## src/rtl/morse_receiver.sv

```systemverilog
// morse_receiver: frames strobed Morse bits into 12-bit codes and decodes them to letter indices,
// flagging unmatched codes and stalled frames.
module morse_receiver #(
  parameter int CLOCK_FREQUENCY = 500
) (
  input  logic        ClockIn,
  input  logic        Reset,
  input  logic        DotDashIn,
  input  logic        NewBitIn,
  output logic [2:0]  LetterOut,
  output logic        LetterValid,
  output logic        FrameError,
  output logic [11:0] PatternOut,
  output logic        Busy
);
  localparam int WDW = $clog2(CLOCK_FREQUENCY + 1);
  localparam logic [WDW-1:0] WD_LIMIT = WDW'(CLOCK_FREQUENCY);
  localparam logic [11:0] CODES [8] = '{12'hB80, 12'hEA8, 12'hEBA, 12'hEA0,
                                        12'h800, 12'hAE8, 12'hEE8, 12'hAA0};
  typedef enum logic {IDLE, COLLECT} state_t;
  state_t          state_q;
  logic [11:0]     shift_q;
  logic [3:0]      bitcount_q;
  logic [WDW-1:0]  wd_q;
  logic [2:0]      letter_q;
  logic            valid_q;
  logic            err_q;
  logic [11:0]     pattern_q;
  logic [11:0]     word_d;
  logic            hit_d;
  logic [2:0]      idx_d;
  assign word_d = {shift_q[10:0], DotDashIn};
  always_comb begin
    hit_d = 1'b0;
    idx_d = 3'd0;
    for (int i = 0; i < 8; i++) begin
      if (word_d == CODES[i]) begin
        hit_d = 1'b1;
        idx_d = 3'(i);
      end
    end
  end
  always_ff @(posedge ClockIn) begin
    if (Reset) begin
      state_q    <= IDLE;
      shift_q    <= '0;
      bitcount_q <= '0;
      wd_q       <= '0;
      letter_q   <= '0;
      valid_q    <= 1'b0;
      err_q      <= 1'b0;
      pattern_q  <= '0;
    end else begin
      valid_q <= 1'b0;
      err_q   <= 1'b0;
      if (state_q == IDLE) begin
        wd_q <= '0;
        if (NewBitIn && DotDashIn) begin
          shift_q    <= 12'd1;
          bitcount_q <= 4'd1;
          state_q    <= COLLECT;
        end
      end else if (NewBitIn) begin
        // a strobe always beats a same-cycle watchdog expiry
        wd_q       <= '0;
        shift_q    <= word_d;
        bitcount_q <= bitcount_q + 4'd1;
        if (bitcount_q == 4'd11) begin
          state_q   <= IDLE;
          pattern_q <= word_d;
          if (hit_d) begin
            letter_q <= idx_d;
            valid_q  <= 1'b1;
          end else begin
            err_q <= 1'b1;
          end
        end
      end else if (wd_q == WD_LIMIT) begin
        wd_q      <= '0;
        err_q     <= 1'b1;
        pattern_q <= shift_q;
        state_q   <= IDLE;
      end else begin
        wd_q <= wd_q + WDW'(1);
      end
    end
  end
  assign LetterOut   = letter_q;
  assign LetterValid = valid_q;
  assign FrameError  = err_q;
  assign PatternOut  = pattern_q;
  assign Busy        = state_q == COLLECT;
endmodule

```

## config.mk

```make
export PLATFORM = sky130hd
export DESIGN_NAME = morse_receiver
export DESIGN_NICKNAME = d
export VERILOG_FILES = /design/src/rtl/morse_receiver.sv
export SDC_FILE = /design/constraint.sdc
export NUM_CORES = 1
export LEC_CHECK = 0
export ABC_AREA = 1
export BUFFER_PORTS_ARGS = -buffer_cell sky130_fd_sc_hd__buf_2
export CORE_ASPECT_RATIO = 0.75
export CORE_MARGIN = 2
export CORE_UTILIZATION = 25
export CTS_CLUSTER_DIAMETER = 120
export CTS_CLUSTER_SIZE = 12
export DETAILED_ROUTE_END_ITERATION = 8
export PLACE_DENSITY = 0.47
export SYNTH_ARGS = -nofsm -noshare
export SYNTH_HDL_FRONTEND = slang
export SYNTH_SLANG_ARGS = --single-unit
```

## constraint.sdc

```tcl
create_clock -name ClockIn -period 1.8 [get_ports ClockIn]
set_input_delay 0.18 -clock ClockIn [delete_from_list [all_inputs] [get_ports ClockIn]]
set_output_delay 0.18 -clock ClockIn [all_outputs]
set_load 0.05 [all_outputs]
```

==> impl_metrics.py, run 1 <==
metrics = {
    "worst_setup_path": {
        "criticalPathCategory": "reg -> reg",
        "arrival_ns": 1.75,
        "crit_family": "simple AND/OR/NAND/NOR gates",
        "worstReg2RegEnd": "PatternOut[9]",
        "crit_top_cell": "nand2_1",
        "crit_path_start": "wd_q[0]",
        "crit_end": "PatternOut[9]",
        "cp.depth": 10,
        "cp_max_fo": 26,
        "crit_chain": "inv_1 -> ha_1 -> nand2_1 -> nor2_1 -> nand2_1 -> nand2_1 -> nand2_1 -> inv_6 -> o21ai_0 -> a31oi_1",
        "ff2ff_path_depth": 10,
        "cp_slowest_cell": "dfxtp_1",
        "reg2reg_setup_slack_ns": 0.27,
        "reg2reg_from": "wd_q[0]",
        "critPathBufInv": 2,
        "crit_path_max_incr_delay_ns": 0.34,
        "cp-start-kind": "flop",
        "end_kind": "flop",
        "cp.required_ns": 2.03,
    },
    "sta": {
        "fin_crit_sh": 0.8485,
        "finalHoldViolations": 0,
        "slew_headroom": 0.6523,
        "min_period_ns": 1.527,
        "whs_ns": 0.2271,
        "fmax_ghz": 0.6548,
        "tightest_slew_ns": 0.5210,
        "setup_ws_ns": 0.2728,
        "clock_skew_ns": 0.008581,
        "final_max_slew_viol_count": 0,
        "setup_tns_ns": 0,
        "rsz0062_at_grt": "no",
        "finalSetupViolCount": 0,
    },
    "min_path": {
        "hp-class": "in -> reg",
    },
    "pwr": {
        "leakage_nw": 0.8896,
        "p_seq_frac": 0.526,
        "p_clk_frac": 0.402,
        "vdd_drop_max_mv": 0.2903,
        "comb_power_share": 0.073,
        "swShare": 0.2464,
        "switching_power_mw": 0.4584,
        "powerDensity_nw_per_um2": 813.7,
        "power.internal_mw": 1.402,
    },
    "layout": {
        "fillers": 867,
        "antenna_cells_inserted": 0,
        "nets": 286,
        "fin_area_sq_um": 2286,
        "syn2layout_area_growth_pct": 15.49,
        "final_layout_size_suffix_gt1_frac": 0.1828,
        "fin_cells": 384,
    },
    "place": {
        "gp_congestion": 0.7129,
        "place_area_sq_um": 2175,
        "dpl_worst_slack_ns": 0.1690,
        "dp_hpwl_mm": 3.285,
        "dp.cells": 377,
        "io_buffers": 21,
    },
    "yosys": {
        "synth.area.top_cells": "dfxtp_1, nand2_1, nor2_1",
        "synth_edf_count": 0,
        "async_flop_share": 0,
        "yosysTopAreaCell": "dfxtp_1",
        "synth-seq-cells": 43,
        "ys_types": 30,
        "syn_avg_cell_area_sq_um": 7.642,
        "synth_top_cell_area_share": 0.4349,
        "synthFlopType": "dfxtp_1",
        "yosysWarnings": 0,
        "ys_seq_area_frac": 0.4349,
        "netlist_instances": 259,
        "syn-num-nets": 266,
        "syn_area_sq_um": 1979,
    },
    "route": {
        "wl_per_cell_um": 11.77,
        "route.detailed.drc": 0,
        "vias": 1723,
        "drt-total-wl_mm": 4.520,
        "dr.pass1.iters": 4,
        "viasPerCell": 4.487,
        "final_antenna_net_count": 0,
        "dr.first_iter.drc_count": 95,
    },
    "run": {
        "max_cap_violations": 0,
    },
    "cts": {
        "cts_buffer_depth": 2,
        "worst_skew_pair.late_latency_ns": 0.30,
        "numCtsBuffers": 5,
        "cts_hold_buf": 0,
        "cts_tree": "yes",
        "clock_sinks": 43,
        "clk_pin_slew_ns": 0.08,
        "htree_levels": 2,
        "clockRootBuffer": "clkbuf_8",
        "cts.repair.resized": 0,
        "post_cts_buffers": 0,
    },
    "global_routing": {
        "grt_use_total": 0.1123,
        "grt_max_degree": 27,
        "antenna_found_initial": 0,
        "grt_pass1_wl_mm": 7.458,
        "gr-total-overflow": 0,
        "first_global_vias": 1602,
    },
    "floorplan": {
        "fp.coreArea_sq_um": 7777,
        "die_y_um": 81.06,
        "design.die.area_sq_um": 8653,
        "die_w_um": 106.7,
        "pin_count": 22,
        "rows": 28,
        "initial_core_util": 0.2545,
    },
    "outcome": {
        "status": "finished, final reports clean",
    },
}
==> tightest hold or removal path, delay by kind of cell <==
kind            cells  cell delay [ns]
buf+inv             1             0.11
simple gates        1             0.10
compound gates      1             0.08
==> layout by cell type (no fill, tap or decap), drive strengths merged, types with 2 or more instances in the layout <==
| master | count |
|---|---|
| nand4 | 3 |
| nor3b | 2 |
| a21oi | 10 |
| clkbuf | 5 |
| nand3b | 2 |
| a31oi | 11 |
| dfxtp | 43 |
| o32ai | 10 |
| o21ai | 14 |
| nand2 | 62 |
| nand3 | 17 |
| inv | 28 |
| nor2 | 35 |
| xor2 | 3 |
| buf | 22 |
| a211oi | 2 |
| ha | 3 |
==> worst min path at each step <==
stage | start | endpoint | slack [ns] | depth (start not counted)
3_3_place_gp | wd_q[0] | wd_q[0] | 0.45 | 1
3_5_place_dp | wd_q[0] | wd_q[0] | 0.45 | 1
5_1_grt | DotDashIn | Busy | 0.27 | 3
4_1_cts | DotDashIn | Busy | 0.22 | 3
6_report | DotDashIn | Busy | 0.23 | 3
2_1_floorplan | NewBitIn | Busy | 0.35 | 2
==> metrics by stage <==
| step | utilization | power (mW) |
|---|---|---|
| 2_1_floorplan | - | 1.103 |
| 3_3_place_gp | 0.2796 | 1.135 |
| 3_5_place_dp | 0.2796 | 1.135 |
| 4_1_cts | 0.2933 | 1.883 |
| 5_1_grt | 0.2939 | 1.933 |
| 6_report | 0.2939 | 1.860 |
==> cell families after synthesis <==
group                    after synthesis  share of synthesized area
AO/OA/AOI/OAI                         49                     0.1555
XOR/XNOR                               4                    0.01770
adder cells (fa/ha/maj)                3                    0.01897
buffers and inverters                 37                    0.07775
flip-flops                            43                     0.4349
AND/OR/NAND/NOR                      123                     0.2952
==> cell usage after synthesis (4+ instances only) <==
cell	number
a31oi_1	11
inv_1	23
a21oi_1	10
nor2_2	5
inv_2	5
o21ai_0	14
dfxtp_1	43
nand2_1	56
nand2_2	4
nor2_1	27
nand3_1	14
o32ai_1	10
clkbuf_1	4
==> sequential cells by signal, indices dropped and copies added, names as in the netlist <==
| name | flops |
|---|---|
| PatternOut | 12 |
| bitcount_q | 4 |
| shift_q | 12 |
| LetterValid | 1 |
| FrameError | 1 |
| LetterOut | 3 |
| wd_q | 9 |
| Busy | 1 |
==> power groups by stage <==
stage / Clock (mW) / Sequential (mW) / Combinational [mW]
2_1_floorplan: 0 / 1.03 / 0.0676
3_3_place_gp: 0 / 1.00 / 0.135
3_5_place_dp: 0 / 1.00 / 0.135
4_1_cts: 0.770 / 0.978 / 0.135
5_1_grt: 0.805 / 0.980 / 0.149
6_report: 0.747 / 0.978 / 0.136
==> final cells by class <==
cell class / instances / area (sq um) / area share
Inverter: 28 / 110.1 / 0.04817
Timing Repair Buffer: 22 / 112.6 / 0.04926
Tap cell: 105 / 131.4 / 0.05747
Clock buffer: 5 / 68.82 / 0.03010
Multi-Input combinational cell: 179 / 964.7 / 0.4220
Clock inverter: 2 / 37.54 / 0.01642
Sequential cell: 43 / 860.8 / 0.3766
==> routing by layer <==
layer | part of all wire | track usage | routed length, um | vias to the layer above
li1 | - | - | - | 908
met1 | 0.51 | 0.1431 | 2313 | 785
met2 | 0.44 | 0.1841 | 1985 | 25
met3 | 0.035 | 0.02568 | 157 | 5
met4 | 0.014 | 0.04805 | 63 | 0
met5 | 0 | 0 | 0 | -
Power figures use the tool's default switching activity.
==> run 2, diff against run 1 <==
Clock period 1.8 ns to 1.5 ns, I/O delays scaled along.
==> run 2 against run 1 <==
Against the previous run: clock skew is 0.0054 ns higher; design area is 14% higher; combinational power is 55% higher; critical endpoint is now PatternOut[6]; critical path type unchanged; register-to-register slack worse by 0.22 ns; flip-flop and latch count stayed put; setup slack worse by 0.22 ns; count of clock-buffer cells in the layout stayed put; total power is 15% higher; largest power group unchanged; utilization is 4.1 points higher; final cell count is 4.9% higher; sequential power is 20% higher.
==> impl_metrics.py, run 2 (synthesis gave the netlist of run 1 again) <==
metrics = {
    "pwr": {
        "powerDensity_nw_per_um2": 820.0,
        "power.internal_mw": 1.548,
        "switching_power_mw": 0.5860,
        "swShare": 0.2746,
        "vdd_drop_max_mv": 0.3949,
        "p_clk_frac": 0.351,
        "leakage_nw": 1.008,
        "comb_power_share": 0.099,
        "p_seq_frac": 0.549,
    },
    "layout": {
        "fillers": 865,
        "final_layout_size_suffix_gt1_frac": 0.3523,
        "final_common_cell": "nand2_1",
        "syn2layout_area_growth_pct": 31.48,
        "seqCellArea_sq_um": 882.1,
        "antenna_cells_inserted": 0,
        "multi_input_area_sq_um": 1060,
        "fin_cells": 403,
        "nets": 304,
        "layout_common_cells": "nand2_1, dfxtp_1, nor2_1, buf_2, inv_1",
    },
    "worst_setup_path": {
        "criticalPathCategory": "reg -> reg",
        "cp.required_ns": 1.73,
        "cp_max_fo": 8,
        "end_kind": "flop",
        "reg2reg_setup_slack_ns": 0.05,
        "crit_path_start": "wd_q[1]",
        "cp-start-kind": "flop",
        "crit_end": "PatternOut[6]",
        "ff2ff_path_depth": 11,
        "arrival_ns": 1.67,
        "worstReg2RegEnd": "PatternOut[6]",
        "reg2reg_from": "wd_q[1]",
    },
    "cts": {
        "clk_pin_slew_ns": 0.10,
        "htree_levels": 2,
        "numCtsBuffers": 5,
        "clock_sinks": 43,
        "cts_tree": "yes",
        "worst_skew_pair.late_latency_ns": 0.30,
        "clockRootBuffer": "clkbuf_8",
        "cts_buffer_depth": 2,
    },
    "min_path": {
        "hold_depth": 2,
        "hp-class": "in -> reg",
    },
    "place": {
        "gp_congestion": 0.8488,
        "dp_hpwl_mm": 3.487,
        "io_buffers": 21,
        "dp.cells": 386,
    },
    "sta": {
        "slew_headroom": 0.6259,
        "fin_crit_sh": 0.9653,
        "finalHoldViolations": 0,
        "min_period_ns": 1.448,
        "whs_ns": 0.1731,
        "clock_skew_ns": 0.01397,
        "tightest_slew_ns": 0.5606,
        "final_max_slew_viol_count": 0,
        "finalSetupViolCount": 0,
        "rsz0062_at_grt": "yes",
        "fmax_ghz": 0.6906,
    },
    "route": {
        "route.detailed.drc": 0,
        "dr.pass1.iters": 4,
        "final_antenna_net_count": 0,
        "vias": 1849,
        "drt-total-wl_mm": 5.247,
        "viasPerCell": 4.588,
        "dr.first_iter.drc_count": 83,
        "wl_per_cell_um": 13.02,
    },
    "run": {
        "max_cap_violations": 0,
    },
    "global_routing": {
        "grt_max_degree": 19,
        "gr-total-overflow": 0,
        "grt_use_total": 0.1195,
        "antenna_found_initial": 0,
        "first_global_vias": 1699,
        "grt_pass1_wl_mm": 8.169,
    },
    "floorplan": {
        "design.die.area_sq_um": 8653,
        "die_w_um": 106.7,
        "fp.coreArea_sq_um": 7777,
        "die_y_um": 81.06,
        "pin_count": 22,
        "rows": 28,
        "initial_core_util": 0.2545,
    },
    "outcome": {
        "status": "finished, final reports clean",
    },
}
-- run 2: cell types whose count changed in the layout (fill, tap and decap cells not counted), moves of 4 or more --
cell / previous run / this run
buf_4: 1 / 14
dfxtp_2: 0 / 11
nand2_2: 4 / 11
dfxtp_1: 43 / 30
nand2_1: 56 / 47
inv_1: 23 / 19
-- run 2: power groups by stage --
stage	registers, mW	logic [mW]	clock network, mW
global placement	1.20	0.188	0
floorplan	1.24	0.0811	0
global route	1.18	0.228	0.832
detailed placement	1.20	0.189	0
CTS	1.17	0.189	0.773
finish	1.17	0.211	0.750
-- run 2: worst max-delay path, stage by stage (launching register included) --
cell,delay (ns)
dfxtp_2,0.34
inv_2,0.04
ha_4,0.14
nand2_2,0.06
nor2_2,0.04
nand2_2,0.07
nand2_2,0.05
nand2_2,0.07
clkinv_4,0.11
clkbuf_16,0.18
buf_4,0.13
a31oi_1,0.13
-- run 2: routing by layer --
layer	GRT usage	vias to the layer above	share of wire
met4	0.02727	0	0.0067
met5	0	-	0
met1	0.1655	874	0.53
li1	-	944	-
met2	0.1879	29	0.43
met3	0.03050	2	0.034
-- run 2: how the worst min path moves through the flow --
stage,startpoint,endpoint
floorplan,NewBitIn,Busy
CTS,DotDashIn,Busy
global placement,shift_q[11],shift_q[11]
detailed placement,bitcount_q[3],bitcount_q[3]
global route,DotDashIn,Busy
finish,Reset,shift_q[0]
-- run 2: stage by stage --
step                      utilization  instance area (sq um)  total power, mW  worst slack, ns  setup TNS (ns)
after floorplan                     -                   1979            1.323          0.04184               0
after global placement         0.2915                   2267            1.386          0.06388               0
after detailed placement       0.2915                   2267            1.387          0.02920               0
after CTS                      0.3033                   2359            2.134         0.008467               0
after global routing           0.3346                   2603            2.235         -0.04750         -0.4191
final                          0.3346                   2603            2.134          0.05198               0
-- run 2: cell type report --
| type | count | area share |
|---|---|---|
| inverter | 28 | 0.04423 |
| sequential | 43 | 0.3389 |
| tap | 105 | 0.05048 |
| multi-input combinational | 179 | 0.4072 |
| timing repair buffer | 40 | 0.1250 |
| clock inverter | 3 | 0.007692 |
| clock buffer | 5 | 0.02644 |
-- run 2: what timing repair did --
| item | CTS | global route |
|---|---|---|
| buffers inserted | 0 | 6 |
| endpoints found under the setup margin | 4 | 22 |
| pin swaps | 0 | 16 |
| hold buffers | 0 | 0 |
| cloned | 0 | 3 |
| gates resized for setup | 1 | 48 |
==> run 3, diff against run 2 <==
Settings changed: CORE_MARGIN 2 to not set, CTS_CLUSTER_DIAMETER 120 to not set, PLACE_DENSITY 0.47 to 0.39.
==> run 3 against run 2 <==
Against the previous run: non-clock buffer count is 4 higher; setup slack got worse by 0.047 ns; via count fell by 3.2%; flip-flop and latch count is the same; sequential share of layout area grew 0.58 points; clock power shrank 2%; largest power group unchanged.
==> impl_metrics.py, run 3 (synthesis gave the netlist of run 1 again) <==
metrics = {
    "outcome": {
        "status": "finished, final reports clean",
    },
    "global_routing": {
        "grt_use_total": 0.1327,
        "grt_max_degree": 19,
        "grt-busiest-layer": "met1",
        "first_global_vias": 1680,
        "met1_usage": 0.1995,
        "use_met3": 0.03284,
        "grt_pass1_wl_mm": 8.625,
        "gr-total-overflow": 0,
        "antenna_found_initial": 0,
        "use_met2": 0.1874,
    },
    "cts": {
        "clock_sinks": 43,
        "clockRootBuffer": "clkbuf_8",
        "numCtsBuffers": 5,
        "worst_skew_pair.late_latency_ns": 0.29,
        "cts_hold_buf": 0,
        "htree_levels": 2,
        "cts_tree": "yes",
        "cts_buffer_depth": 2,
        "clk_pin_slew_ns": 0.08,
    },
    "worst_setup_path": {
        "cp_slowest_cell": "dfxtp_2",
        "cp.required_ns": 1.71,
        "crit_chain": "ha_4 -> nand3b_1 -> a21oi_2 -> nand2_1 -> inv_2 -> buf_6 -> o21ai_1 -> a31oi_1",
        "end_kind": "flop",
        "worstReg2RegEnd": "PatternOut[9]",
        "reg2reg_from": "bitcount_q[1]",
        "arrival_ns": 1.71,
        "crit_path_max_incr_delay_ns": 0.37,
        "cp-start-kind": "flop",
        "reg2reg_setup_slack_ns": 0.005,
        "crit_end": "PatternOut[9]",
        "crit_path_start": "bitcount_q[1]",
        "cp_max_fo": 8,
        "ff2ff_path_depth": 8,
        "criticalPathCategory": "reg -> reg",
    },
    "layout": {
        "nets": 308,
        "fin_area_sq_um": 2566,
        "antenna_cells_inserted": 0,
        "layout_common_cells": "nand2_1, dfxtp_1, nor2_1, buf_2, buf_4",
        "fin_util": 0.3422,
        "final_layout_size_suffix_gt1_frac": 0.3576,
        "fillers": 826,
        "syn2layout_area_growth_pct": 29.65,
        "fin_cells": 403,
        "final_common_cell": "nand2_1",
    },
    "sta": {
        "setup_ws_ns": 0.005416,
        "final_max_slew_viol_count": 0,
        "fin_crit_sh": 0.9964,
        "rsz0062_at_grt": "yes",
        "finalSetupViolCount": 0,
        "slew_headroom": 0.5849,
        "setup_tns_ns": 0,
        "whs_ns": 0.1714,
        "fmax_ghz": 0.6691,
        "tightest_slew_ns": 0.6220,
        "finalHoldViolations": 0,
        "clock_skew_ns": 0.003866,
        "min_period_ns": 1.495,
    },
    "route": {
        "dr.pass1.iters": 4,
        "route.detailed.drc": 0,
        "dr.first_iter.drc_count": 89,
        "viasPerCell": 4.439,
        "drt-total-wl_mm": 5.262,
        "final_antenna_net_count": 0,
        "wl_per_cell_um": 13.06,
        "vias": 1789,
    },
    "pwr": {
        "powerDensity_nw_per_um2": 822.9,
        "power_mw": 2.112,
        "vdd_drop_max_mv": 0.3904,
        "leakage_nw": 1.013,
    },
    "floorplan": {
        "rows": 27,
        "fp.coreArea_sq_um": 7500,
        "pin_count": 22,
        "design.die.area_sq_um": 8281,
        "initial_core_util": 0.2639,
        "die_y_um": 79.06,
        "die_w_um": 104.7,
    },
    "run": {
        "max_cap_violations": 0,
    },
    "place": {
        "dpl_worst_slack_ns": 0.04195,
        "dp_hpwl_mm": 3.703,
        "io_buffers": 21,
        "dp.cells": 383,
        "gp_congestion": 0.7828,
        "place_area_sq_um": 2257,
    },
    "min_path": {
        "hp-class": "in -> reg",
    },
}
-- run 3: cell type report --
| class | instances | area [sq um] | area share |
|---|---|---|---|
| flip-flops and latches | 43 | 884.6 | 0.3447 |
| clock inverters | 2 | 12.51 | 0.004876 |
| clock buffers | 6 | 72.57 | 0.02828 |
| well taps | 101 | 126.4 | 0.04924 |
| repair buffers | 44 | 311.5 | 0.1214 |
| multi-input cells | 179 | 1054 | 0.4105 |
| inverters | 28 | 105.1 | 0.04096 |
-- run 3: how the worst min path moves through the flow --
stage,from,to,depth (start not counted)
2_1_floorplan,NewBitIn,Busy,2
3_3_place_gp,bitcount_q[3],bitcount_q[3],1
3_5_place_dp,bitcount_q[3],bitcount_q[3],1
4_1_cts,DotDashIn,Busy,3
5_1_grt,DotDashIn,Busy,3
6_report,DotDashIn,Busy,3
-- run 3: routing by layer --
metal / part of all wire / wire, um
met1: 0.58 / 3042
met2: 0.38 / 2016
met3: 0.035 / 185
met4: 0.0034 / 18
met5: 0 / 0
-- run 3: critical path: cells and delay by family (launching register included) --
family | cells | cell delay, ns
compound gates | 3 | 0.42
fa+ha+maj | 1 | 0.14
buf+inv | 2 | 0.29
flops | 1 | 0.37
simple gates | 2 | 0.21
-- run 3: power breakdown --
group / leakage (nW) / switching (mW) / internal [mW] / total (mW)
clock network: 0.0412 / 0.409 / 0.326 / 0.735
logic: 0.616 / 0.144 / 0.0617 / 0.206
registers: 0.356 / 0.0136 / 1.16 / 1.17
-- run 3: timing repair --
action                                  in CTS  in global routing
setup buffers                                0                 11
endpoints found under the setup margin       0                 19
gates resized for setup                      0                 52
endpoints found under the hold margin        0                  0
